<file path="src/rtl/servo_sweep_seq.sv">
`default_nettype none
// ============================================================================
// Module   : servo_sweep_seq
// Brief    : Slew-limited servo setpoint sequencer. Walks a 4-entry
//            {position, dwell} table, moving set_pwm by at most STEP per PWM
//            frame toward each entry, dwelling a programmable number of
//            frames, then advancing (looping or one-shot). FRAME_DIV >= 2.
// Revision : 1.0 - initial release
// ============================================================================
module servo_sweep_seq #(
    parameter logic [15:0] FRAME_DIV = 16'd60000,
    parameter logic [15:0] STEP      = 16'h0080,
    parameter logic [15:0] PARK      = 16'h0ae4,
    parameter logic        LOOP      = 1'b1
) (
    input  logic        clk,
    input  logic        resetb,
    input  logic        start,
    input  logic        stop,
    input  logic        wr_en,
    input  logic [1:0]  wr_idx,
    input  logic [15:0] wr_pos,
    input  logic [7:0]  wr_dwell,
    output logic [15:0] set_pwm,
    output logic        frame_tick,
    output logic [1:0]  idx,
    output logic        busy,
    output logic        done
);

    localparam logic [15:0] c_frame_last = FRAME_DIV - 16'd1;
    localparam logic [1:0]  c_last_idx   = 2'd3;

    typedef enum logic [1:0] {
        ST_IDLE  = 2'd0,
        ST_SLEW  = 2'd1,
        ST_DWELL = 2'd2
    } state_t;

    state_t      r_state;
    state_t      w_state_nxt;

    logic [15:0] r_frame_cnt;
    logic [15:0] w_frame_cnt_nxt;
    logic        r_tick;

    logic [15:0] r_tab_pos   [0:3];
    logic [7:0]  r_tab_dwell [0:3];

    logic [15:0] r_pwm;
    logic [15:0] w_pwm_nxt;
    logic [1:0]  r_idx;
    logic [1:0]  w_idx_nxt;
    logic [1:0]  w_idx_inc;
    logic [15:0] r_target;
    logic [15:0] w_target_nxt;
    logic [7:0]  r_dwell_lat;
    logic [7:0]  w_dwell_lat_nxt;
    logic [7:0]  r_dwell_cnt;
    logic [7:0]  w_dwell_cnt_nxt;
    logic        r_done;
    logic        w_done_nxt;

    logic        w_up;
    logic [15:0] w_dist;
    logic        w_frame_go;

    // Frame counter wraps at FRAME_DIV-1; the tick flag is registered so it is
    // exactly aligned with the counter sitting at its last value.
    assign w_frame_cnt_nxt = (r_frame_cnt == c_frame_last) ? 16'd0 : (r_frame_cnt + 16'd1);

    // Free-running frame counter and tick, active in every state.
    always_ff @(posedge clk or posedge resetb) begin
        if (resetb) begin
            r_frame_cnt <= 16'd0;
            r_tick      <= 1'b0;
        end else begin
            r_frame_cnt <= w_frame_cnt_nxt;
            r_tick      <= (w_frame_cnt_nxt == c_frame_last);
        end
    end

    // Table storage; writes are accepted in any state. The FSM copies an entry
    // when it loads it, so rewriting the active entry only matters next load.
    always_ff @(posedge clk or posedge resetb) begin
        if (resetb) begin
            for (int i = 0; i < 4; i++) begin
                r_tab_pos[i]   <= PARK;
                r_tab_dwell[i] <= 8'd0;
            end
        end else if (wr_en) begin
            r_tab_pos[wr_idx]   <= wr_pos;
            r_tab_dwell[wr_idx] <= wr_dwell;
        end
    end

    // Unsigned distance to target without wrap-around, and slew direction.
    assign w_up       = (r_target > r_pwm);
    assign w_dist     = w_up ? (r_target - r_pwm) : (r_pwm - r_target);
    assign w_idx_inc  = r_idx + 2'd1;
    // A start request coincident with the tick swallows that frame's update.
    assign w_frame_go = r_tick && !start;

    // State register.
    always_ff @(posedge clk or posedge resetb) begin
        if (resetb) begin
            r_state <= ST_IDLE;
        end else begin
            r_state <= w_state_nxt;
        end
    end

    // Next-state and datapath decisions for the sweep sequence.
    always_comb begin
        w_state_nxt     = r_state;
        w_pwm_nxt       = r_pwm;
        w_idx_nxt       = r_idx;
        w_target_nxt    = r_target;
        w_dwell_lat_nxt = r_dwell_lat;
        w_dwell_cnt_nxt = r_dwell_cnt;
        w_done_nxt      = 1'b0;

        if (stop) begin
            // Abort: park in IDLE, keep the servo where it is, no done pulse.
            w_state_nxt = ST_IDLE;
            w_idx_nxt   = 2'd0;
        end else begin
            case (r_state)
                ST_IDLE: begin
                    if (start) begin
                        w_idx_nxt       = 2'd0;
                        w_target_nxt    = r_tab_pos[0];
                        w_dwell_lat_nxt = r_tab_dwell[0];
                        w_state_nxt     = ST_SLEW;
                    end
                end

                ST_SLEW: begin
                    if (w_frame_go) begin
                        if (w_dist <= STEP) begin
                            w_pwm_nxt       = r_target;
                            w_dwell_cnt_nxt = r_dwell_lat;
                            w_state_nxt     = ST_DWELL;
                        end else if (w_up) begin
                            w_pwm_nxt = r_pwm + STEP;
                        end else begin
                            w_pwm_nxt = r_pwm - STEP;
                        end
                    end
                end

                ST_DWELL: begin
                    if (w_frame_go) begin
                        if (r_dwell_cnt != 8'd0) begin
                            w_dwell_cnt_nxt = r_dwell_cnt - 8'd1;
                        end else if (r_idx != c_last_idx) begin
                            w_idx_nxt       = w_idx_inc;
                            w_target_nxt    = r_tab_pos[w_idx_inc];
                            w_dwell_lat_nxt = r_tab_dwell[w_idx_inc];
                            w_state_nxt     = ST_SLEW;
                        end else if (LOOP) begin
                            w_idx_nxt       = 2'd0;
                            w_target_nxt    = r_tab_pos[0];
                            w_dwell_lat_nxt = r_tab_dwell[0];
                            w_state_nxt     = ST_SLEW;
                        end else begin
                            // One-shot run complete: hold set_pwm, report done.
                            w_idx_nxt   = 2'd0;
                            w_done_nxt  = 1'b1;
                            w_state_nxt = ST_IDLE;
                        end
                    end
                end

                default: begin
                    w_state_nxt = ST_IDLE;
                    w_idx_nxt   = 2'd0;
                end
            endcase
        end
    end

    // Datapath registers: setpoint, active entry, latched entry, dwell count.
    always_ff @(posedge clk or posedge resetb) begin
        if (resetb) begin
            r_pwm       <= PARK;
            r_idx       <= 2'd0;
            r_target    <= PARK;
            r_dwell_lat <= 8'd0;
            r_dwell_cnt <= 8'd0;
            r_done      <= 1'b0;
        end else begin
            r_pwm       <= w_pwm_nxt;
            r_idx       <= w_idx_nxt;
            r_target    <= w_target_nxt;
            r_dwell_lat <= w_dwell_lat_nxt;
            r_dwell_cnt <= w_dwell_cnt_nxt;
            r_done      <= w_done_nxt;
        end
    end

    assign set_pwm    = r_pwm;
    assign frame_tick = r_tick;
    assign idx        = r_idx;
    assign busy       = (r_state != ST_IDLE);
    assign done       = r_done;

endmodule
`default_nettype wire

</file>
<file path="config.mk">
export PLATFORM = sky130hd
export DESIGN_NAME = servo_sweep_seq
export DESIGN_NICKNAME = d
export VERILOG_FILES = /design/src/rtl/servo_sweep_seq.sv
export SDC_FILE = /design/constraint.sdc
export NUM_CORES = 1
export LEC_CHECK = 0
export BUFFER_PORTS_ARGS = -buffer_cell sky130_fd_sc_hd__buf_4
export CAP_MARGIN = 25
export CORE_MARGIN = 1
export CORE_UTILIZATION = 56
export DETAILED_ROUTE_END_ITERATION = 16
export GPL_TIMING_DRIVEN = 0
export PLACE_DENSITY = 0.89
export SLEW_MARGIN = 0
export SYNTH_ARGS = -nofsm -noshare
export SYNTH_HDL_FRONTEND = slang
export SYNTH_SLANG_ARGS = --single-unit
</file>
<file path="constraint.sdc">
create_clock -name clk -period 5.1 [get_ports clk]
set_clock_uncertainty 0.05 [all_clocks]
set_input_delay 0.51 -clock clk [delete_from_list [all_inputs] [get_ports clk]]
set_output_delay 0.51 -clock clk [all_outputs]
set_load 0.1 [all_outputs]
</file>
==> results of run 1 <==
==> report_power, final <==
part	switching (W)	total [W]	internal, W
Sequential	0.000139	0.00167	0.00154
Combinational	0.000604	0.00107	0.000462
Clock	0.000512	0.00133	0.000819
==> how the worst max path moves through the flow <==
stage	from	endpoint	slack (ns)	depth (start not counted)
finish	r_target[0]	set_pwm[15]	0.15	21
CTS	r_target[0]	set_pwm[15]	0.32	21
global route	r_target[0]	set_pwm[15]	0.04	21
floorplan	resetb	frame_tick	0.14	1
detailed placement	r_target[0]	set_pwm[15]	0.61	21
global placement	resetb	set_pwm[8]	-1.53	2
==> metal layers <==
layer / part of all wire, % / wire length, microns
met1: 41 / 9710
met2: 49 / 11600
met3: 5.9 / 1400
met4: 3.5 / 831
met5: 0 / 0
==> worst reg2reg max path, delay by kind of cell, from the launching register on <==
| family | cells | cell delay [ns] |
|---|---|---|
| multiplexers | 1 | 0.18 |
| AO/OA/AOI/OAI | 9 | 1.76 |
| XOR/XNOR | 1 | 0.20 |
| AND/OR/NAND/NOR | 5 | 0.88 |
| adder cells (fa/ha/maj) | 3 | 1.04 |
| flip-flops | 1 | 0.44 |
| buffers and inverters | 2 | 0.29 |
==> layout make-up <==
cell class / instances / area, sq um / share of cell area [%]
Clock inverter: 9 / 126 / 1.18
Timing Repair Buffer: 53 / 418 / 3.89
Tap cell: 220 / 275 / 2.56
Multi-Input combinational cell: 667 / 4840 / 45.0
Clock buffer: 23 / 488 / 4.54
Inverter: 53 / 206 / 1.92
Buffer: 51 / 219 / 2.04
Sequential cell: 165 / 4170 / 38.8
==> layout by cell type, fill, tap and decap left out, drive strengths merged, types with 36 or more instances in the layout <==
cell    instances
inv            53
clkbuf         60
o21ai          43
nand2          48
a21oi         102
dfrtp         129
buf            66
nor2           84
mux2           97
dfstp          36
ha             42
==> sequential cells by signal (all words and copies together) (netlist names) <==
signal,count
frame_tick,1
idx,2
r_dwell_cnt,8
r_dwell_lat,8
r_frame_cnt,16
r_state,2
r_tab_dwell,32
r_tab_pos,64
r_target,16
set_pwm,16
==> logic make-up after synthesis <==
kind of cell | Yosys count | share of synthesized area (%)
AND/OR/NAND/NOR | 221 | 11.2
XOR/XNOR | 29 | 2.69
multiplexers | 132 | 15.3
buffers and inverters | 104 | 4.43
other | 1 | 0.0398
adder cells (fa/ha/maj) | 45 | 6.21
flip-flops | 165 | 44.3
AO/OA/AOI/OAI | 239 | 15.8
==> metrics by stage <==
step           setup TNS, ns  instance area, sq um
3_3_place_gp         -196.11                 10100
6_report                   0                 10700
5_1_grt                    0                 10700
4_1_cts                    0                 10700
2_1_floorplan              0                  9430
3_5_place_dp               0                 10100
==> results.yml, run 1 <==
floorplanning:
  num_rows: 47
  core_area_sq_um: 16500
  dieWidth_microns: 132
  die_h_microns: 132
  die-area_sq_um: 17400
  initial_core_util_pct: 57.1
  pin_count: 52
critical_path:
  reg2reg_to: "set_pwm[15]"
  r2r_slack_ns: 0.15
  cp_slowest_stage_delay_ns: 0.44
  critPathBufInv: 2
  r2r-start: "r_target[0]"
  crit_path_cell_trace: "inv_1 > ha_1 > fa_1 > nand3b_2 > a211oi_2 > a211oi_2 > o21ai_2 > nand2_2 > buf_6 > fa_1 > a21oi_1 > nor2_1 > nor2_1 > o21bai_1 > a21oi_1 > o21bai_1 > a21oi_1 > xnor2_1 > nand2_1 > mux2i_1 > a22oi_1"
  slowest_stage: "dfrtp_1"
  setup.worst_path.start_class: "register"
  crit_top_cell: "a21oi_1"
  crit_family: "compound AO/OA/AOI/OAI gates"
  crit_arrival_ns: 5.20
  worst_ep_required_time_ns: 5.35
  ff2ff_path_depth: 21
  path_class: "register to register"
  endpoint_kind: "register"
  path_max_fanout: 17
pwr:
  power_leakage_nw: 4.65
  irDropWorstVdd_mv: 0.276
  power_w: 0.00407
  powerDensity_nw_per_um2: 379
clocking:
  cts_resized: 0
  cts_tree: "yes"
  clkTransAtPathRegs_ns: 0.06
  cts_setup_buffers: 0
  cts_made_buffers: 17
  root_buffer: "clkbuf_16"
  htree_levels: 4
  clkSinkCount: 165
  hold_buffers: 1
  clk_latency_ns: 0.44
  cts_buffer_depth: 2
worst_hold_path:
  hp-class: "input port to register"
  worstHoldPathCells: 2
  min_to: "idx[1]"
  min_from: "stop"
grt:
  antenna_found_initial: 0
  grt_pass1_wl_mm: 38.9
  grt_pass1_vias: 7799
  grt_overflow: 0
  groute.layer.met1.usage_pct: 34.8
  grt_max_degree: 133
  use_met2_pct: 48.1
  grt_use_met3_pct: 5.04
  grt.busiest_layer: "met2"
  grt_usage_pct: 28.3
route:
  wl_per_cell_microns: 19.0
  ant_nets: 0
  drc: 0
  vias: 7627
  dr.pass1.iters: 5
  vias_per_cell: 6.15
  drtIter0Drc: 653
  drt-total-wl_mm: 23.6
logic_synthesis:
  synth_edf_count: 0
  yosysMostFrequentCell: "dfrtp_1"
  synthCells: 936
  synth.area.top_cells: "dfrtp_1 34%, mux2_2 11%, dfstp_2 10%"
  netlist.top_cell.by_area: "dfrtp_1"
  netlist_area_sq_um: 9430
  synth_cell_types: 72
  yosysWarnings: 0
  synth_top_area_share_pct: 34.2
  ys.flop_type: "dfrtp_1"
  synth_commonest_cells: "129 x dfrtp_1, 101 x a21oi_1, 96 x mux2_2"
  ys_seq_area_share_pct: 44.3
  synth-seq-cells: 165
  syn_nets: 1012
  ys_async_sr_fraction_pct: 100
  synth.avg_cell_area_sq_um: 10.1
timing:
  report.final.hold_viol_count: 0
  max_freq_mhz: 202
  rsz0062_at_grt: "no"
  relSlewSlack_pct: 39.3
  holdWs_ns: 0.232
  period_share_pct: 97.0
  min_period_ns: 4.95
  finalWorstSetupSlack_ns: 0.151
  setup_violations: 0
  worstMarginPinSlew_ns: 0.909
  drv_slew: 0
run_status:
  outcome: "finished clean"
cells_and_area:
  fin_cells: 1241
  post-route-util_pct: 65.0
  nets: 1084
  syn2layout_area_growth_pct: 13.9
  fillers: 1204
  drive_gt1_share_pct: 23.8
  diodes: 0
placed_design:
  dp_hpwl_mm: 16.2
  port_buffers: 50
  gp_congestion: 0.932
  place_inst: 1208
  dp_slack_ns: 0.607
flow_run:
  maxCapViolations: 0
(Power assumes the default switching activity.)
==> run 2, diff against run 1 <==
CORE_MARGIN = 4   (was 1)
==> results.yml, run 2 (synthesis gave the netlist of run 1 again) <==
pwr:
  powerDensity_nw_per_um2: 369
  power_leakage_nw: 4.61
  irDropWorstVdd_mv: 0.245
  power_w: 0.00395
cells_and_area:
  regMostFlops: "r_tab_pos"
  drive_gt1_share_pct: 23.8
  final_common_cell: "dfrtp_1"
  diodes: 0
  nets: 1083
  syn2layout_area_growth_pct: 13.4
  final_cell_mix: "129 x dfrtp_1, 101 x a21oi_1, 96 x mux2_2"
  reg.largest.list: "r_tab_pos: 64 flops, r_tab_dwell: 32 flops"
  largest_register_ff_count: 64
placed_design:
  dp_hpwl_mm: 16.2
  dp_slack_ns: 0.624
  port_buffers: 50
  gp_congestion: 0.961
timing:
  holdWs_ns: 0.219
  drv_slew: 0
  setup_violations: 0
  rsz0062_at_grt: "no"
  relSlewSlack_pct: 34.4
  period_share_pct: 90.0
  finalWorstSetupSlack_ns: 0.509
  worstMarginPinSlew_ns: 0.982
  max_freq_mhz: 218
  min_period_ns: 4.59
  report.final.hold_viol_count: 0
grt:
  grt.busiest_layer: "met2"
  antenna_found_initial: 0
  grt_use_met3_pct: 4.46
  groute.layer.met1.usage_pct: 33.3
  grt_max_degree: 95
  grt_pass1_wl_mm: 37.7
  grt_usage_pct: 25.2
  grt_pass1_vias: 7533
  use_met2_pct: 42.2
  grt_overflow: 0
critical_path:
  r2r_slack_ns: 0.51
  r2r-start: "r_target[0]"
  crit_arrival_ns: 4.84
  endpoint_kind: "register"
  path_class: "register to register"
  setup.worst_path.start_class: "register"
  reg2reg_to: "set_pwm[15]"
  path_max_fanout: 17
  worst_ep_required_time_ns: 5.34
  startpoint: "r_target[0]"
  ff2ff_path_depth: 21
route:
  vias_per_cell: 6.01
  wl_per_cell_microns: 18.4
  vias: 7454
  drtIter0Drc: 521
  ant_nets: 0
  dr.pass1.iters: 5
  drt-total-wl_mm: 22.9
  drc: 0
clocking:
  htree_levels: 4
  cts_resized: 0
  hold_buffers: 0
  cts_buffer_depth: 2
  clk_latency_ns: 0.43
  clkSinkCount: 165
  cts_setup_buffers: 0
  cts_tree: "yes"
  clkTransAtPathRegs_ns: 0.06
  cts_made_buffers: 17
  root_buffer: "clkbuf_16"
worst_hold_path:
  hp-class: "input port to asynchronous set/reset pin"
floorplanning:
  pin_count: 52
  initial_core_util_pct: 57.1
  die-area_sq_um: 19000
  num_rows: 47
  dieWidth_microns: 138
  core_area_sq_um: 16500
  die_h_microns: 138
run_status:
  outcome: "finished clean"
flow_run:
  maxCapViolations: 0
run 2: cell count changes in the layout (fill, tap and decap cells not counted), sizes merged:
cell / delta
clkdlybuf4s18: +1
clkinvlp: +1
dlygate4sd3: -1
bufinv: -2
buf: -1
clkinv: +1
inv: +1
clkbuf: -1
run 2: layer usage:
metal | vias up | share of wire, % | wire length [microns]
met5 | - | 0 | 0
met4 | 0 | 2.4 | 542
met3 | 53 | 5.4 | 1240
met2 | 275 | 50 | 11300
met1 | 3642 | 43 | 9740
li1 | 3484 | - | -
run 2: power by group:
part	switching, W	leakage, nW	total (W)	internal, W
Sequential	0.000135	1.93	0.00167	0.00154
Combinational	0.000592	2.41	0.00105	0.000461
Clock	0.000509	0.277	0.00122	0.000713
Total	0.00124	4.61	0.00395	0.00271
run 2: worst max path at each step:
stage,to,cells past startpoint
after floorplan,frame_tick,1
after global placement,set_pwm[8],2
after detailed placement,set_pwm[15],21
after CTS,set_pwm[15],21
after global routing,set_pwm[15],21
final,set_pwm[15],21
run 2: layout make-up:
type / count / area [sq um]
Sequential cell: 165 / 4170
Fill cell: 1245 / 5830
Buffer: 51 / 219
Multi-Input combinational cell: 667 / 4840
Tap cell: 220 / 275
Timing Repair Buffer: 52 / 413
Inverter: 53 / 204
Clock inverter: 10 / 98.8
Clock buffer: 22 / 474
run 2: critical path, cell delays in order, from the launching register on:
cell and delay [ns]:
dfrtp_1 0.43, inv_1 0.07, ha_1 0.21, fa_1 0.40, nand3b_2 0.29, a211oi_2 0.32, a211oi_2 0.12, o21ai_2 0.23
nand2_2 0.16, buf_6 0.22, fa_1 0.42, a21oi_1 0.17, nor2_1 0.06, nor2_1 0.17, o21bai_1 0.09, a21oi_1 0.25
o21bai_1 0.12, a21oi_1 0.19, xnor2_1 0.17, nand2_1 0.09, mux2i_1 0.13, a22oi_1 0.10
run 2: metrics by stage:
stage	cells	utilization (%)	instance area, sq um	TNS, ns
3_5_place_dp	1208	61.3	10100	0
3_3_place_gp	1206	61.0	10100	-190.88
4_1_cts	1240	64.7	10700	0
2_1_floorplan	936	-	9430	0
6_report	1240	64.7	10700	0
5_1_grt	1240	64.7	10700	0
==> run 3, diff against run 2 <==
CELL_PAD_IN_SITES_DETAIL_PLACEMENT = 0   (was unset)
CELL_PAD_IN_SITES_GLOBAL_PLACEMENT = 2   (was unset)
CORE_UTILIZATION = 36   (was 56)
PLACE_DENSITY = 0.88   (was 0.89)
==> results.yml, run 3 (synthesis gave the netlist of run 1 again) <==
run_status:
  outcome: "finished clean"
floorplanning:
  num_rows: 58
  dieWidth_microns: 170
  pin_count: 52
  core_area_sq_um: 25500
  die-area_sq_um: 28900
  initial_core_util_pct: 37.0
  die_h_microns: 170
timing:
  max_freq_mhz: 222
  holdWs_ns: 0.235
  drv_slew: 0
  finalWorstSetupSlack_ns: 0.602
  min_period_ns: 4.50
  report.final.hold_viol_count: 0
  rsz0062_at_grt: "no"
  worstMarginPinSlew_ns: 1.00
  period_share_pct: 88.2
  setup_violations: 0
  relSlewSlack_pct: 33.1
grt:
  grt_pass1_wl_mm: 38.0
  grt_usage_pct: 16.3
  grt_pass1_vias: 7068
  grt_max_degree: 128
  antenna_found_initial: 0
  grt_overflow: 0
cells_and_area:
  fillers: 2505
  drive_gt1_share_pct: 23.9
  final_common_cell: "dfrtp_1"
  final_cell_mix: "129 x dfrtp_1, 101 x a21oi_1, 96 x mux2_2"
  regMostFlops: "r_tab_pos"
  nets: 1084
  largest_register_ff_count: 64
  reg.largest.list: "r_tab_pos: 64 flops, r_tab_dwell: 32 flops"
  seq_area_sq_um: 4170
  syn2layout_area_growth_pct: 14.9
  multi_input_area_sq_um: 4840
  diodes: 0
  final_area_sq_um: 10800
pwr:
  power_leakage_nw: 4.62
  powerDensity_nw_per_um2: 362
  irDropWorstVdd_mv: 0.242
route:
  dr.pass1.iters: 5
  drt-total-wl_mm: 23.0
  drtIter0Drc: 522
  vias_per_cell: 5.26
  ant_nets: 0
  wl_per_cell_microns: 17.0
  vias: 7109
  drc: 0
worst_hold_path:
  hp-class: "input port to register"
placed_design:
  port_buffers: 50
  gp_congestion: 0.860
  dp_slack_ns: 0.599
  dp_hpwl_mm: 17.0
  placed_area_sq_um: 10300
critical_path:
  worst_ep_required_time_ns: 5.34
  path_class: "register to register"
  crit_arrival_ns: 4.74
  path_max_fanout: 17
  setup.worst_path.start_class: "register"
  endpoint_kind: "register"
clocking:
  htree_levels: 4
  cts_setup_buffers: 0
  hold_buffers: 1
  root_buffer: "clkbuf_16"
  cts_made_buffers: 17
  clk_latency_ns: 0.43
  cts_resized: 0
  cts_tree: "yes"
  clkSinkCount: 165
  cts_buffer_depth: 2
  clkTransAtPathRegs_ns: 0.06
flow_run:
  maxCapViolations: 0
run 3: report_power, final:
group | leakage, nW | internal (W) | switching (W)
registers | 1.93 | 0.00153 | 0.000125
clock network | 0.278 | 0.000687 | 0.000548
logic | 2.41 | 0.000461 | 0.000569
run 3: worst max-delay path, cell delays in order (launching register included):
cell and delay, ns:
dfrtp_1 0.43, inv_1 0.06, ha_1 0.21, fa_1 0.40
nand3b_2 0.29, a211oi_2 0.29, a211oi_2 0.11, o21ai_2 0.23
nand2_2 0.16, buf_6 0.21, fa_1 0.42, a21oi_1 0.16
nor2_1 0.05, nor2_1 0.17, o21bai_1 0.11, a21oi_1 0.24
o21bai_1 0.11, a21oi_1 0.19, xnor2_1 0.15, nand2_1 0.07
mux2i_1 0.13, a22oi_1 0.10
run 3: area by class of cell:
cell class,count,share of cell area (%)
repair buffers,53,3.86
well taps,330,3.81
inverters,53,1.90
plain buffers,51,2.02
clock inverters,11,0.808
clock buffers,21,4.44
flip-flops and latches,165,38.5
multi-input cells,667,44.6
run 3: worst paths after layout:
path                                 from        endpoint  slack, ns  cells past startpoint
max                           r_target[0]     set_pwm[15]       0.60                     21
min                                  stop          idx[1]       0.24                      2
max reg2reg                   r_target[0]     set_pwm[15]       0.60                     21
min reg2reg                r_frame_cnt[0]  r_frame_cnt[0]       0.45                      1
max in group asynchronous          resetb      set_pwm[4]       3.54                      4
min in group asynchronous          resetb   r_tab_pos[24]       0.55                      3
run 3: metal layers:
layer	track usage, %	vias up	part of all wire [%]
met5	0	-	0
met4	3.75	0	0.61
met3	2.42	13	3.2
met2	26.6	104	48
met1	23.0	3505	48
li1	-	3487	-
run 3: through the flow:
step           util [%]  power, W  instances  TNS (ns)
4_1_cts            42.6   0.00396       1351         0
5_1_grt            42.6   0.00415       1351         0
3_3_place_gp       40.1   0.00268       1316   -242.49
2_1_floorplan         -   0.00244        936         0
6_report           42.6   0.00392       1351         0
3_5_place_dp       40.3   0.00271       1318         0
